===== src/rtl/btn_conditioner.sv =====
// Multi-channel push-button front end: 2-FF synchroniser, counter debounce on both edges,
// one-cycle press/release pulses. Define AUTO_REPEAT_EN to add per-channel hold-repeat pulses.
module btn_conditioner #(
    parameter int N_CH    = 4,
    parameter int DEB_CNT = 16,
    parameter int ACT_LOW = 0,
    parameter int REP_DLY = 1000,
    parameter int REP_PER = 200
) (
    input  logic            clk,
    input  logic            rst_n,
    input  logic [N_CH-1:0] btn_in,
    output logic [N_CH-1:0] btn_lvl,
    output logic [N_CH-1:0] press_p,
    output logic [N_CH-1:0] release_p,
    output logic [N_CH-1:0] rep_p,
    output logic            any_press
);

    localparam int                CNT_W    = $clog2(DEB_CNT + 1);
    localparam logic [CNT_W-1:0]  CNT_LAST = CNT_W'(DEB_CNT - 1);
    localparam logic              INV      = (ACT_LOW != 0);

    logic [N_CH-1:0] press_vec_d;
    logic            any_q;
    logic            any_d;

    genvar gi;
    generate
        for (gi = 0; gi < N_CH; gi++) begin : g_ch
            logic             s0_q, s0_d, s1_q, s1_d;
            logic             lvl_q, lvl_d;
            logic             press_q, press_d, rel_q, rel_d;
            logic [CNT_W-1:0] cnt_q, cnt_d;

            // cnt tracks how many consecutive synced samples disagree with the current level
            always_comb begin
                s0_d    = btn_in[gi] ^ INV;
                s1_d    = s0_q;
                cnt_d   = cnt_q;
                lvl_d   = lvl_q;
                press_d = 1'b0;
                rel_d   = 1'b0;
                if (s1_q == lvl_q) begin
                    cnt_d = '0;
                end else if (cnt_q == CNT_LAST) begin
                    lvl_d   = s1_q;
                    cnt_d   = '0;
                    press_d = s1_q;
                    rel_d   = ~s1_q;
                end else begin
                    cnt_d = cnt_q + 1'b1;
                end
            end

            always_ff @(posedge clk or negedge rst_n) begin
                if (!rst_n) begin
                    s0_q    <= 1'b0;
                    s1_q    <= 1'b0;
                    cnt_q   <= '0;
                    lvl_q   <= 1'b0;
                    press_q <= 1'b0;
                    rel_q   <= 1'b0;
                end else begin
                    s0_q    <= s0_d;
                    s1_q    <= s1_d;
                    cnt_q   <= cnt_d;
                    lvl_q   <= lvl_d;
                    press_q <= press_d;
                    rel_q   <= rel_d;
                end
            end

            assign btn_lvl[gi]     = lvl_q;
            assign press_p[gi]     = press_q;
            assign release_p[gi]   = rel_q;
            assign press_vec_d[gi] = press_d;

`ifdef AUTO_REPEAT_EN
            localparam int               HOLD_MAX = (REP_DLY > REP_PER) ? REP_DLY : REP_PER;
            localparam int               HOLD_W   = $clog2(HOLD_MAX + 1);
            localparam logic [HOLD_W-1:0] DLY_V   = HOLD_W'(REP_DLY);
            localparam logic [HOLD_W-1:0] PER_V   = HOLD_W'(REP_PER);

            logic [HOLD_W-1:0] hold_q, hold_d, hold_inc;
            logic              started_q, started_d;
            logic              rep_q, rep_d;

            // hold_q counts cycles since the press (or since the last repeat), reloading each period
            always_comb begin
                hold_inc  = hold_q + 1'b1;
                hold_d    = hold_q;
                started_d = started_q;
                rep_d     = 1'b0;
                if (!lvl_d || press_d) begin
                    hold_d    = '0;
                    started_d = 1'b0;
                end else if (hold_inc == (started_q ? PER_V : DLY_V)) begin
                    rep_d     = 1'b1;
                    hold_d    = '0;
                    started_d = 1'b1;
                end else begin
                    hold_d = hold_inc;
                end
            end

            always_ff @(posedge clk or negedge rst_n) begin
                if (!rst_n) begin
                    hold_q    <= '0;
                    started_q <= 1'b0;
                    rep_q     <= 1'b0;
                end else begin
                    hold_q    <= hold_d;
                    started_q <= started_d;
                    rep_q     <= rep_d;
                end
            end

            assign rep_p[gi] = rep_q;
`else
            assign rep_p[gi] = 1'b0;
`endif
        end
    endgenerate

    always_comb begin
        any_d = |press_vec_d;
    end

    always_ff @(posedge clk or negedge rst_n) begin
        if (!rst_n) begin
            any_q <= 1'b0;
        end else begin
            any_q <= any_d;
        end
    end

    assign any_press = any_q;

endmodule


===== config.mk =====
export PLATFORM = sky130hd
export DESIGN_NAME = btn_conditioner
export DESIGN_NICKNAME = d
export VERILOG_FILES = /design/src/rtl/btn_conditioner.sv
export SDC_FILE = /design/constraint.sdc
export NUM_CORES = 1
export LEC_CHECK = 0
export ABC_AREA = 1
export BUFFER_PORTS_ARGS = -buffer_cell sky130_fd_sc_hd__buf_2
export CAP_MARGIN = 25
export CORE_MARGIN = 10
export CORE_UTILIZATION = 25
export CTS_CLUSTER_SIZE = 30
export DETAILED_ROUTE_END_ITERATION = 16
export SLEW_MARGIN = 0
export SYNTH_ARGS = -nofsm -noshare
export SYNTH_HDL_FRONTEND = slang
export SYNTH_SLANG_ARGS = --single-unit

===== constraint.sdc =====
create_clock -name clk -period 1.9 [get_ports clk]
set_clock_uncertainty 0.2 [all_clocks]
set_input_delay 0.38 -clock clk [delete_from_list [all_inputs] [get_ports clk]]
set_output_delay 0.38 -clock clk [all_outputs]
set_load 0.05 [all_outputs]

==> flow_metrics.py, run 1 <==
metrics = {
    "worst_setup_path": {
        "cp_data_arrival_time_ns": 0.99,
        "worstPathRequired_ns": 1.32,
        "critPathLaunchType": "flop",
        "critPathSlowestCell": "dfrtp_1",
        "cp_cell_sequence": "buf_2",
        "crit_family": "flip-flops",
        "crit_fanout": 4,
        "slowest_delay_ns": 0.41,
        "worst-path-buf-inv": 1,
        "timing.rr.start": "g_ch[3].cnt_q[0]",
        "worstRegToRegCells": 6,
        "critPathKind": "flop to output pin",
        "rrSetupSlack_ns": 0.47,
        "r2r-end": "g_ch[3].cnt_q[0]",
        "end_kind": "output pin",
    },
    "global_route": {
        "antenna_found_initial": 0,
        "grt_pass1_wl_um": 4860,
        "grt_pass1_vias": 1117,
        "grt_max_degree": 19,
        "gr-usage-met2": 0.0968,
        "grt.busiest_layer": "met2",
        "met3_usage": 0.0229,
        "met1_usage": 0.0651,
        "gr-usage-all-layers": 0.0588,
        "grt.overflow.total": 0,
    },
    "die": {
        "die_w_um": 102,
        "num_rows": 29,
        "core_um2": 6460,
        "die_h_um": 102,
        "io_pins": 23,
        "initial_core_util": 0.261,
        "dieArea_um2": 10400,
    },
    "power": {
        "ir_drop_uv": 308,
        "p_leak_nw": 0.991,
        "power_density_nw_per_um2": 896,
    },
    "min_path": {
        "hold_path.class": "flop to flop",
        "holdPathEnd": "g_ch[1].s1_q",
        "hold_path_depth": 0,
        "holdCritStartpoint": "g_ch[1].s0_q",
    },
    "run": {
        "maxCapViolations": 0,
    },
    "route": {
        "via_per_inst": 3.97,
        "vias": 1047,
        "drt_iter0_drc": 41,
        "firstDrtPassIters": 4,
        "drcViolationCount": 0,
        "avgRoutedWirePerCell_um": 10.1,
        "ant_nets": 0,
        "wirelength_um": 2680,
    },
    "synth": {
        "ys_warn_count": 0,
        "yosysTopAreaCell": "dfrtp_1",
        "netlist.area_leader.share": 0.610,
        "ys_seq_elements": 41,
        "postSynthCellCount": 167,
        "synth.distinct_cells": 16,
        "synth_area_um2": 1680,
        "yosys-top-cells-area": "dfrtp_1, buf_4, nor2_1",
        "ys_seq_area_frac": 0.610,
        "avgSynthCellArea_um2": 10.1,
    },
    "timing": {
        "fin_ws_ns": 0.330,
        "report.final.slew_viol_count": 0,
        "fin_crit_ns": 1.57,
        "finalSetupViolations": 0,
        "timing.final.crit_share": 0.826,
        "final-hold-violation-count": 0,
        "max_freq_mhz": 637,
        "rsz0062_at_grt": "no",
        "finalSetupTns_ns": 0,
    },
    "clocking": {
        "cts-resized-gates": 0,
        "clk_pin_slew_ns": 0.08,
        "cts_buffers": 5,
        "post_cts_buffers": 0,
        "cts-root-buf": "clkbuf_8",
        "ctsHtreeMaxLevel": 2,
        "cts_tree": "built",
        "clock_sinks": 41,
        "insertion_delay_ns": 0.29,
        "clockBufferDepth": 2,
    },
    "final_layout": {
        "area_delta_synth_final_pct": 15.6,
        "n_fill_cell": 674,
        "nNetsFinal": 196,
        "antenna_cells": 0,
        "drive_gt1_frac": 0.198,
    },
    "placement": {
        "dp_slack_ns": 0.475,
        "gp_congestion": 0.664,
        "hpwl_um": 2010,
        "port_buffers": 18,
    },
    "outcome": {
        "status": "finished clean",
    },
}
[routing by layer]
layer | up-vias | part of all wire
li1 | 530 | -
met1 | 494 | 0.46
met2 | 19 | 0.47
met3 | 4 | 0.051
met4 | 0 | 0.014
met5 | - | 0
[cell usage in the layout, fill, tap and decap left out, types with 3 or more instances in the layout]
master and count:
dlygate4sd3_1 5, inv_1 23, nor2_1 25, nand3_1 8
nor3b_1 3, nor3_1 8, dfrtp_1 41, clkbuf_8 6
conb_1 4, buf_2 18, nand2_1 16, o21ai_0 7
nor2_2 7, ha_1 4, xor2_1 4
[cell type report]
type	instances	area, µm²	share of cell area
clock buffer	6	82.6	0.0424
clock inverter	2	37.5	0.0193
inverter	23	86.3	0.0444
multi-input combinational	90	462	0.237
sequential	41	1030	0.527
tap	77	96.3	0.0495
timing repair buffer	25	155	0.0797
[Yosys cell counts]
cell type  count
nand2_1       16
nand3_1        8
buf_4         16
nor2_2         7
nand2_2        2
o21ai_0        7
nor2_1        25
xnor2_1        1
xor2_1         4
ha_1           4
o21ai_1        1
nor3_1         8
inv_1         23
dfrtp_1       41
nor3b_1        3
conb_1         1
[through the flow]
| step | util | hold WS, ns | area (µm²) | std cells | power [W] |
|---|---|---|---|---|---|
| finish | 0.301 | 0.153 | 1950 | 264 | 0.00174 |
| global route | 0.301 | 0.169 | 1950 | 264 | 0.00183 |
| CTS | 0.301 | 0.157 | 1950 | 264 | 0.00177 |
| detailed placement | 0.275 | 0.123 | 1780 | 251 | 0.00103 |
| global placement | 0.275 | 0.125 | 1780 | 251 | 0.00103 |
| floorplan | - | -0.116 | 1690 | 170 | 0.000999 |
[worst max path at each step]
stage | start | to | slack, ns | cells past startpoint
final | g_ch[1].lvl_q | btn_lvl[1] | 0.33 | 1
after global routing | g_ch[1].lvl_q | btn_lvl[1] | 0.25 | 1
after CTS | g_ch[1].lvl_q | btn_lvl[1] | 0.31 | 1
after detailed placement | g_ch[3].cnt_q[0] | g_ch[3].cnt_q[3] | 0.48 | 6
after global placement | g_ch[3].cnt_q[0] | g_ch[3].cnt_q[3] | 0.51 | 6
after floorplan | g_ch[3].cnt_q[0] | g_ch[3].cnt_q[0] | 0.62 | 6
[timing repair]
item | CTS | global route
hold buffers | 5 | 0
endpoints found under the hold margin | 20 | 0
endpoints found under the setup margin | 0 | 0
[state kept, by name, indices dropped and copies added (netlist names)]
| register | count |
|---|---|
| any_press | 1 |
| g_ch.lvl_q | 4 |
| g_ch.cnt_q | 20 |
| g_ch.s0_q | 4 |
| g_ch.rel_q | 4 |
| g_ch.s1_q | 4 |
| g_ch.press_q | 4 |
[cells by family after synthesis]
logic type,Yosys count,share of synthesized area
buffers and inverters,39,0.123
xor gates and xnor gates,5,0.0260
adders and majority gates,4,0.0297
and+or+nand+nor,69,0.186
other,1,0.00223
DFF,41,0.610
AOI/OAI and AO/OA,8,0.0238
[power breakdown]
| group | switching (W) | internal [W] |
|---|---|---|
| Combinational | 0.0000663 | 0.0000347 |
| Clock | 0.000296 | 0.000427 |
| Sequential | 0.0000187 | 0.000901 |
| Total | 0.000381 | 0.00136 |
(Power assumes the default switching activity.)
==> run 2, diff against run 1 <==
--- a/config.mk
+++ b/config.mk
@@ -5,7 +5,7 @@
 export SDC_FILE = /design/constraint.sdc
 export NUM_CORES = 1
 export LEC_CHECK = 0
-export ABC_AREA = 1
+export ABC_AREA = 0
 export BUFFER_PORTS_ARGS = -buffer_cell sky130_fd_sc_hd__buf_2
 export CAP_MARGIN = 25
 export CORE_MARGIN = 10
==> constraint.sdc (replaced) <==
create_clock -name clk -period 1.55 [get_ports clk]
set_clock_uncertainty 0.2 [all_clocks]
set_input_delay 0.31 -clock clk [delete_from_list [all_inputs] [get_ports clk]]
set_output_delay 0.31 -clock clk [all_outputs]
set_load 0.05 [all_outputs]
==> run 2 against run 1 <==
Effect of this change:
- utilization up 2.8 points
- register-to-register slack worse by 0.48 ns
- power is 32% higher
- final cell count is 11% lower
- the flow now finishes with violations (setup timing)
- highest routed layer unchanged
- clock power grew 40%
- flip-flop and latch count stayed put
- wire length is 3.9% higher
- worst setup slack worse by 0.34 ns
- worst hold slack got worse by 0.0010 ns
- non-clock buffer count increased by 15
- critical path depth up 3
- via count decreased by 9.6%
==> flow_metrics.py, run 2 <==
metrics = {
    "final_layout": {
        "multiInputGateArea_um2": 537,
        "design_area_um2": 2090,
        "drive_gt1_frac": 0.354,
        "final_common_cell": "dfrtp_1",
        "nNetsFinal": 167,
        "area_delta_synth_final_pct": 27.9,
        "layout_common_cells": "dfrtp_1, buf_4, buf_2",
        "n_fill_cell": 612,
        "seq_area_um2": 1030,
        "fin_cells": 235,
        "antenna_cells": 0,
        "largest-register": "g_ch.cnt_q",
        "largest_reg_flops": 20,
    },
    "outcome": {
        "violations": "setup timing",
        "status": "finished with violations",
    },
    "route": {
        "wirelength_um": 2780,
        "routed.top_layer": "met4",
        "drt_iter0_drc": 13,
        "via_per_inst": 4.03,
        "ant_nets": 0,
        "dr_wl_met3_um": 233,
        "wl_met2_um": 1180,
        "avgRoutedWirePerCell_um": 11.8,
        "met1_length_um": 1310,
        "firstDrtPassIters": 4,
        "vias": 946,
        "drcViolationCount": 0,
    },
    "die": {
        "num_rows": 29,
        "dieArea_um2": 10200,
        "initial_core_util": 0.258,
        "die_h_um": 101,
        "io_pins": 23,
        "core_um2": 6350,
        "die_w_um": 101,
    },
    "placement": {
        "gp_congestion": 0.733,
        "place_area_um2": 1880,
        "placed_cells": 221,
        "hpwl_um": 2020,
        "port_buffers": 18,
    },
    "synth": {
        "synth.distinct_cells": 19,
        "ys_seq_elements": 41,
        "netlist.area_leader.share": 0.627,
        "synthTopCellsByCount": "dfrtp_1, buf_4, xor2_1, nand2_1, nor2_1",
        "yosysMostFrequentCell": "dfrtp_1",
        "ys_seq_area_frac": 0.627,
        "async_reset_ff_frac": 1.00,
        "avgSynthCellArea_um2": 13.3,
        "ys_warn_count": 0,
        "synth_edf_count": 0,
        "synthFlopType": "dfrtp_1",
        "synth_area_um2": 1640,
        "postSynthCellCount": 123,
        "yosysTopAreaCell": "dfrtp_1",
        "yosys-top-cells-area": "dfrtp_1, buf_4, xor2_1",
    },
    "worst_setup_path": {
        "critPathLaunchType": "flop",
        "crit_fanout": 2,
        "critPathSlowestCell": "or4_1",
        "cp_cell_sequence": "ha_4, nand4b_4, nor3b_2, or4_1",
        "worstPathRequired_ns": 1.52,
        "cp_data_arrival_time_ns": 1.53,
        "slowest_delay_ns": 0.51,
        "critPathKind": "flop to flop",
        "end_kind": "flop",
    },
    "timing": {
        "finalSetupViolations": 1,
        "fin_ws_ns": -0.0145,
        "max_freq_mhz": 639,
        "timing.final.crit_share": 1.01,
        "whs_ns": 0.152,
        "fin_crit_ns": 1.56,
        "report.final.slew_viol_count": 0,
        "final-hold-violation-count": 0,
        "rsz0062_at_grt": "yes",
    },
    "clocking": {
        "cts_tree": "built",
        "clock_sinks": 41,
        "ctsHtreeMaxLevel": 2,
        "clk_pin_slew_ns": 0.08,
        "insertion_delay_ns": 0.29,
        "clockBufferDepth": 2,
        "cts-root-buf": "clkbuf_8",
        "cts_buffers": 5,
    },
    "power": {
        "p_leak_nw": 1.13,
        "power_density_nw_per_um2": 1100,
        "ir_drop_uv": 612,
    },
    "global_route": {
        "grt_pass1_wl_um": 4750,
        "grt_max_degree": 16,
        "gr-usage-all-layers": 0.0592,
        "grt.overflow.total": 0,
        "grt_pass1_vias": 1022,
        "antenna_found_initial": 0,
    },
    "run": {
        "maxCapViolations": 0,
    },
    "min_path": {
        "hold_path.class": "flop to flop",
    },
}
-- run 2: kinds of logic (layout without fill, tap and decap cells) --
| logic type | after synthesis | count (layout) | share of synthesized area |
|---|---|---|---|
| AOI/OAI and AO/OA | 4 | 4 | 0.0153 |
| xor gates and xnor gates | 12 | 12 | 0.0643 |
| adders and majority gates | 4 | 4 | 0.0306 |
| buffers and inverters | 16 | 48 | 0.0735 |
| DFF | 41 | 41 | 0.627 |
| muxes | 4 | 4 | 0.0275 |
| other | 1 | 4 | 0.00229 |
| and+or+nand+nor | 41 | 41 | 0.159 |
-- run 2: report_power, final --
part	leakage, nW	internal (W)	switching [W]
Sequential	0.544	0.00110	0.0000279
Combinational	0.520	0.0000734	0.0000810
Clock	0.0681	0.000640	0.000367
-- run 2: layer usage --
metal  GRT usage  vias to the layer above
li1            -                      462
met1      0.0755                      457
met2      0.0796                       21
met3      0.0302                        6
met4      0.0293                        0
met5           0                        -
-- run 2: worst paths after layout --
check	start	end	slack [ns]	depth (start not counted)
worst max-delay path	g_ch[2].cnt_q[0]	any_press	-0.01	4
worst min-delay path	g_ch[0].s0_q	g_ch[0].s1_q	0.15	0
worst max register to register	g_ch[2].cnt_q[0]	any_press	-0.01	4
worst min register to register	g_ch[0].s0_q	g_ch[0].s1_q	0.15	0
max in group asynchronous	rst_n	g_ch[0].rel_q	0.46	3
min in group asynchronous	rst_n	g_ch[2].cnt_q[4]	0.28	2
-- run 2: what timing repair did --
action	4_1_cts	5_1_grt
pin swaps	1	2
hold buffers	5	0
hold endpoints to repair	17	0
buffers inserted	1	0
endpoints found under the setup margin	1	4
resized for setup	1	5
-- run 2: per-stage QoR --
| step | util | total power [W] | setup TNS [ns] | setup WS (ns) |
|---|---|---|---|---|
| 2_1_floorplan | - | 0.00123 | -0.00742 | -0.00742 |
| 3_3_place_gp | 0.297 | 0.00129 | -0.0124 | -0.0124 |
| 3_5_place_dp | 0.297 | 0.00130 | -0.0189 | -0.0189 |
| 4_1_cts | 0.328 | 0.00232 | -0.0174 | -0.0174 |
| 5_1_grt | 0.329 | 0.00239 | -0.121 | -0.0691 |
| 6_report | 0.329 | 0.00229 | -0.0145 | -0.0145 |
-- run 2: critical path, delay by kind of cell, from the launching register on --
kind,cells,cell delay [ns]
fa+ha+maj,1,0.18
simple gates,3,0.65
flops,1,0.42
-- run 2: layout make-up --
type,count,share of cell area
Sequential cell,41,0.491
Timing Repair Buffer,40,0.142
Clock inverter,3,0.0311
Tap cell,77,0.0461
Clock buffer,5,0.0329
Multi-Input combinational cell,69,0.257
